==> src/rtl/ddr3_pg_transfer_engine.sv <==
// ddr3_pg_transfer_engine
//
// Responder end of the DDR3 page-transfer handshake. It accepts one page
// request at a time and moves one page between the shared page DPRAM and DDR3
// through the MIG user interface. Runs in the DDR3 ui clock domain.
//
// Ports:
//   clk, rst             ui clock, synchronous active-high reset
//   pg_req/pg_ack        four-phase request/acknowledge with the page mux
//   pg_optype            1 = DPRAM -> DDR3 (write), 0 = DDR3 -> DPRAM (read)
//   pg_req_addr          page start address in app_addr units
//   dpram_*              page DPRAM port (read data has 1-cycle latency)
//   init_calib_complete  MIG calibration done; requests wait for it
//   app_*                MIG user interface (command, write data, read data)
module ddr3_pg_transfer_engine #(
  parameter int unsigned P_PG_BEATS  = 128,
  parameter int unsigned P_ADDR_STEP = 8
) (
  input  logic                          clk,
  input  logic                          rst,
  input  logic                          pg_req,
  input  logic                          pg_optype,
  input  logic [27:0]                   pg_req_addr,
  output logic                          pg_ack,
  output logic [$clog2(P_PG_BEATS)-1:0] dpram_addr,
  input  logic [127:0]                  dpram_dout,
  output logic [127:0]                  dpram_din,
  output logic                          dpram_wren,
  input  logic                          init_calib_complete,
  output logic [27:0]                   app_addr,
  output logic [2:0]                    app_cmd,
  output logic                          app_en,
  input  logic                          app_rdy,
  output logic [127:0]                  app_wdf_data,
  output logic                          app_wdf_wren,
  output logic                          app_wdf_end,
  output logic [15:0]                   app_wdf_mask,
  input  logic                          app_wdf_rdy,
  input  logic [127:0]                  app_rd_data,
  input  logic                          app_rd_data_valid
);

  localparam int unsigned AW   = $clog2(P_PG_BEATS);
  localparam int unsigned CntW = AW + 1;

  localparam logic [CntW-1:0] BeatsCnt = CntW'(P_PG_BEATS);
  localparam logic [CntW-1:0] LastCnt  = CntW'(P_PG_BEATS - 1);
  localparam logic [27:0]     AddrStep = 28'(P_ADDR_STEP);

  localparam logic [2:0] CmdWrite = 3'b000;
  localparam logic [2:0] CmdRead  = 3'b001;

  typedef enum logic [2:0] {
    StIdle,
    StWrFetch,
    StWrIssue,
    StRd,
    StAck
  } state_t;

  state_t state_q, state_d;

  logic [27:0]     app_addr_q;
  logic [CntW-1:0] cmd_cnt_q;   // write beats accepted / read commands issued
  logic [CntW-1:0] ret_cnt_q;   // read beats returned
  logic [AW-1:0]   dpram_addr_q;
  logic [127:0]    dpram_din_q;
  logic            dpram_wren_q;

  logic accept;
  logic wr_accept;
  logic rd_cmd;
  logic rd_ret;

  assign accept    = (state_q == StIdle) && pg_req && init_calib_complete;
  // Command and data are only ever accepted together in the same cycle.
  assign wr_accept = (state_q == StWrIssue) && app_rdy && app_wdf_rdy;
  assign rd_cmd    = (state_q == StRd) && app_en && app_rdy;
  // Returns outside StRd (e.g. late data after a reset) are dropped.
  assign rd_ret    = (state_q == StRd) && app_rd_data_valid;

  // State register
  always_ff @(posedge clk) begin
    if (rst) begin
      state_q <= StIdle;
    end else begin
      state_q <= state_d;
    end
  end

  // Next-state logic
  always_comb begin
    state_d = state_q;
    unique case (state_q)
      StIdle: begin
        if (accept) begin
          state_d = pg_optype ? StWrFetch : StRd;
        end
      end
      StWrFetch: state_d = StWrIssue;
      StWrIssue: begin
        if (wr_accept) begin
          state_d = (cmd_cnt_q == LastCnt) ? StAck : StWrFetch;
        end
      end
      StRd: begin
        if (rd_ret && (ret_cnt_q == LastCnt)) begin
          state_d = StAck;
        end
      end
      StAck: begin
        if (!pg_req) begin
          state_d = StIdle;
        end
      end
      default: state_d = StIdle;
    endcase
  end

  // Output logic
  always_comb begin
    pg_ack       = 1'b0;
    app_en       = 1'b0;
    app_wdf_wren = 1'b0;
    app_cmd      = CmdWrite;
    unique case (state_q)
      StWrIssue: begin
        // Cross-coupled so neither half of a beat is taken without the other.
        app_en       = app_wdf_rdy;
        app_wdf_wren = app_rdy;
      end
      StRd: begin
        app_cmd = CmdRead;
        app_en  = (cmd_cnt_q < BeatsCnt);
      end
      StAck: pg_ack = 1'b1;
      default: ;
    endcase
  end

  assign app_wdf_end  = app_wdf_wren;
  assign app_wdf_data = dpram_dout;
  assign app_wdf_mask = 16'h0000;
  assign app_addr     = app_addr_q;
  assign dpram_addr   = dpram_addr_q;
  assign dpram_din    = dpram_din_q;
  assign dpram_wren   = dpram_wren_q;

  // Datapath: addresses, counters and DPRAM write port
  always_ff @(posedge clk) begin
    if (rst) begin
      app_addr_q   <= '0;
      cmd_cnt_q    <= '0;
      ret_cnt_q    <= '0;
      dpram_addr_q <= '0;
      dpram_din_q  <= '0;
      dpram_wren_q <= 1'b0;
    end else begin
      dpram_wren_q <= 1'b0;
      unique case (state_q)
        StIdle: begin
          if (accept) begin
            app_addr_q   <= pg_req_addr;
            cmd_cnt_q    <= '0;
            ret_cnt_q    <= '0;
            dpram_addr_q <= '0;
          end
        end
        StWrIssue: begin
          if (wr_accept) begin
            cmd_cnt_q <= cmd_cnt_q + CntW'(1);
            if (cmd_cnt_q != LastCnt) begin
              app_addr_q   <= app_addr_q + AddrStep;
              dpram_addr_q <= dpram_addr_q + AW'(1);
            end
          end
        end
        StRd: begin
          if (rd_cmd) begin
            cmd_cnt_q  <= cmd_cnt_q + CntW'(1);
            app_addr_q <= app_addr_q + AddrStep;
          end
          // MIG returns in order, so the return count is the DPRAM word index.
          if (rd_ret) begin
            dpram_din_q  <= app_rd_data;
            dpram_wren_q <= 1'b1;
            dpram_addr_q <= ret_cnt_q[AW-1:0];
            ret_cnt_q    <= ret_cnt_q + CntW'(1);
          end
        end
        default: ;
      endcase
    end
  end

endmodule

==> config.mk <==
export PLATFORM = sky130hd
export DESIGN_NAME = ddr3_pg_transfer_engine
export DESIGN_NICKNAME = d
export VERILOG_FILES = /design/src/rtl/ddr3_pg_transfer_engine.sv
export SDC_FILE = /design/constraint.sdc
export NUM_CORES = 1
export LEC_CHECK = 0
export BUFFER_PORTS_ARGS = -buffer_cell sky130_fd_sc_hd__buf_2
export CAP_MARGIN = 20
export CORE_AREA = 2 2 235 237
export CTS_CLUSTER_SIZE = 24
export DETAILED_ROUTE_END_ITERATION = 8
export DIE_AREA = 0 0 237 239
export PLACE_DENSITY = 0.36
export SLEW_MARGIN = 5
export SYNTH_ARGS = -nofsm -noshare
export SYNTH_HDL_FRONTEND = slang
export SYNTH_SLANG_ARGS = --single-unit
==> constraint.sdc <==
create_clock -name clk -period 2.11 [get_ports clk]
set_clock_uncertainty 0.15 [all_clocks]
set_input_delay 0.3165 -clock clk [delete_from_list [all_inputs] [get_ports clk]]
set_output_delay 0.3165 -clock clk [all_outputs]
set_load 0.05 [all_outputs]
==> impl_results.md <==
* CTS tree: built
* Placed cells at between 1.5k and 2k
* Overall Global Routing Usage at a little under an eighth
* GP Congestion at roughly 0.74
* FF+latch count, synth at 183
* Crit share post-route at just under 100%
* Chip width at about 240 µm
* Vias at about 8.8k
* CTS root buf: clkbuf_16
* Antenna cells at 0
* Min-Delay Startpoint: pg_req_addr[21]
* Rows at 86
* H-tree levels at 4
* Die Area at approximately 57000 µm²
* P_leak at 5.267 nW
* Max-cap violations at 0
* Cell Area, Synth at between 8000 and 9000 µm²
* NumNets Final at roughly 1.8k
* Most common cell after layout, fill and taps aside: buf_2
* Final count of pins violating max slew at 0
* Fin crit period at approximately 2.0 ns
* Finished Core Util at a little under a quarter
* Final non-filler cell total at about 2.2k
* Layout cells sized above 1 at between 20 and 30%
* DRC at 0
* Relative slew slack at around two thirds
* Crit path DAT at 2.29 ns
* Vias in the first global route at about 8.7k
* Fillers at ~6.1k
* Routed len/inst at around 15 µm
* Worst skew pair latency at 0.50 ns
* Critical path launch point: pg_req
* Ys flop type: dfxtp_1
* Clock transition at path regs at approximately 0.08 ns
* Critical path's slowest cell: dlygate4sd3_1
* Crit Path Max Fanout at 14
* Place WS at about 0.024 ns
* Core ar. at 54340 µm²
* Max Fclk at slightly below 0.5 GHz
* Synth warn at 0
* Clock buffer depth at 2
* Layout area overhead at 44.92%
* Worst Setup End Kind: flip-flop
* Asr flop ratio synth at 0%
* Final WL at 32080 µm
* Status: finished clean
* I/O Buffers at approximately 330
* R2r startpoint: cmd_cnt_q[0]
* WHS at between 0.05 and 0.06 ns
* Commonest non-fill, non-tap cells in the layout: 327 x buf_2, 291 x nand2_1, 174 x a21oi_1, 172 x dfxtp_1, 151 x dlygate4sd3_1
* Via/cell ratio at about 4
* # clock sinks at around 180
* Maximum VDD drop at roughly 580 µV
* CTS buffer count at 17
* Syn Inst Count at about 1.1k
* CP Launch Type: input port
* Io pins at between 600 and 700
* Biggest cell delay along the critical path at between 0.5 and 0.6 ns
* Distinct cells, synth at 58
* Final hold violation count at 0
* Starting density of the core at between 15 and 20%
* Height of the die at about 240 µm
* Sequential fraction of the synthesis area at between 40% and 50%
* Crit-path cells: dlygate4sd3_1 -> buf_2 -> a2111o_1 -> buf_4 -> and2_1 -> or2_2 -> a21oi_1
* Violation count after the first detailed-route iteration at between 200 and 300
* Hold Crit Class: in2reg
* PwrDens at around 870 nW/µm²
* Critical Path RT at 2.37 ns
* Largest net degree at the start of global routing at 92
* Drt pass-1 iters at 4
* Antenna viol nets, final at 0
* Setup ws final at about 0.077 ns
* Gr ovfl total at 0
* DP HPWL at between 20000 and 25000 µm
* Setup-failing EPs final at 0
* RSZ-0062 raised after global routing: true
* Initial antenna violation count at 0
* Post-synth EDFFs at 0
* Syn_area_per_cell at 7.770 µm²
* CP Class: in2reg
* Global-route wire length before repair at approximately 49000 µm
* Worst Tran Pin Value at 0.5092 ns
-- cells by family after synthesis --
logic type / count (synthesis) / share of synthesized area [%]
mux: 6 / 0.6883
buf+inv: 227 / 16.85
compound gates: 257 / 16.39
other cells: 1 / 0.04298
fa+ha+maj: 4 / 0.5736
xor+xnor: 10 / 1.004
flops: 183 / 41.98
simple gates: 435 / 22.47
-- worst paths after layout --
kind,slack (ns),to,cells past startpoint
max,0.08,ret_cnt_q[3],7
min,0.06,app_addr[21],5
max reg2reg,0.12,app_addr[3],6
min reg2reg,0.30,dpram_din[124],2
-- worst max-delay path, delay by kind of cell --
family | cells | cell delay, ns
AND/OR/NAND/NOR | 2 | 0.60
AO/OA/AOI/OAI | 2 | 0.55
buffers and inverters | 3 | 0.82
-- timing repair --
action	4_1_cts	5_1_grt
endpoints found under the setup margin	6	6
pin swaps	1	1
hold endpoints to repair	156	0
cloned	2	0
hold buffers	151	0
resized for setup	17	3
setup buffers	2	2
-- power breakdown --
part           switching [mW]  internal (mW)  total [mW]
clock network            1.88           1.67        3.55
registers               0.312           3.72        4.04
logic                    2.20           1.24        3.44
-- synth_stat cells, types with 3 or more instances --
cell type | n | area share (%)
o32ai_1 | 3 | 0.30
nand3b_1 | 4 | 0.34
a211oi_1 | 4 | 0.34
a21o_1 | 7 | 0.60
nand4_1 | 13 | 0.93
dfxtp_1 | 183 | 42
nand2_1 | 291 | 13
and3_1 | 4 | 0.29
buf_2 | 34 | 2.0
nor3_1 | 13 | 0.75
inv_1 | 8 | 0.34
xnor2_1 | 3 | 0.30
nor4_1 | 5 | 0.36
a311oi_1 | 3 | 0.30
and4_1 | 3 | 0.30
a31oi_1 | 10 | 0.72
a21oi_1 | 174 | 10
mux2i_1 | 6 | 0.69
nor3b_1 | 3 | 0.26
buf_6 | 3 | 0.39
nand3_1 | 20 | 1.1
a221oi_1 | 3 | 0.30
xor2_1 | 7 | 0.70
clkbuf_1 | 31 | 1.3
o21ai_0 | 31 | 1.8
buf_1 | 3 | 0.13
and2_1 | 4 | 0.29
nor2_1 | 38 | 1.6
o21ai_1 | 3 | 0.17
buf_4 | 147 | 13
nand3_2 | 3 | 0.34
ha_1 | 4 | 0.57
or3_1 | 11 | 0.79
nand2b_1 | 7 | 0.50
-- stage by stage --
step                area, µm²  power, mW  setup TNS [ns]
global placement        10330      7.149               0
global route            12650      11.69        -0.03980
floorplan                8812      6.807               0
CTS                     12620      11.24               0
detailed placement      10330      7.165               0
finish                  12650      11.02               0
-- sequential cells by signal, summed over array words and instances, names as in the netlist --
| name | cells |
|---|---|
| cmd_cnt_q | 8 |
| state_q | 3 |
| dpram_wren | 1 |
| app_addr | 28 |
| ret_cnt_q | 8 |
| dpram_addr | 7 |
| dpram_din | 128 |
-- final cells by class --
type	count	area (µm²)	area share, %
Tap cell	704	880.8	6.965
Timing Repair Buffer	528	3692	29.20
Inverter	8	30.03	0.2375
Clock buffer	17	425.4	3.364
Clock inverter	15	216.5	1.712
Multi-Input combinational cell	730	3714	29.37
Sequential cell	183	3687	29.16
-- routing by layer --
| metal | up-vias | part of all wire, % | global-route usage [%] |
|---|---|---|---|
| met5 | - | 0 | 0 |
| met1 | 4063 | 41 | 12.84 |
| met4 | 0 | 3.7 | 6.233 |
| li1 | 4306 | - | - |
| met3 | 86 | 8.8 | 4.850 |
| met2 | 325 | 46 | 17.68 |
(Power assumes the default switching activity.)
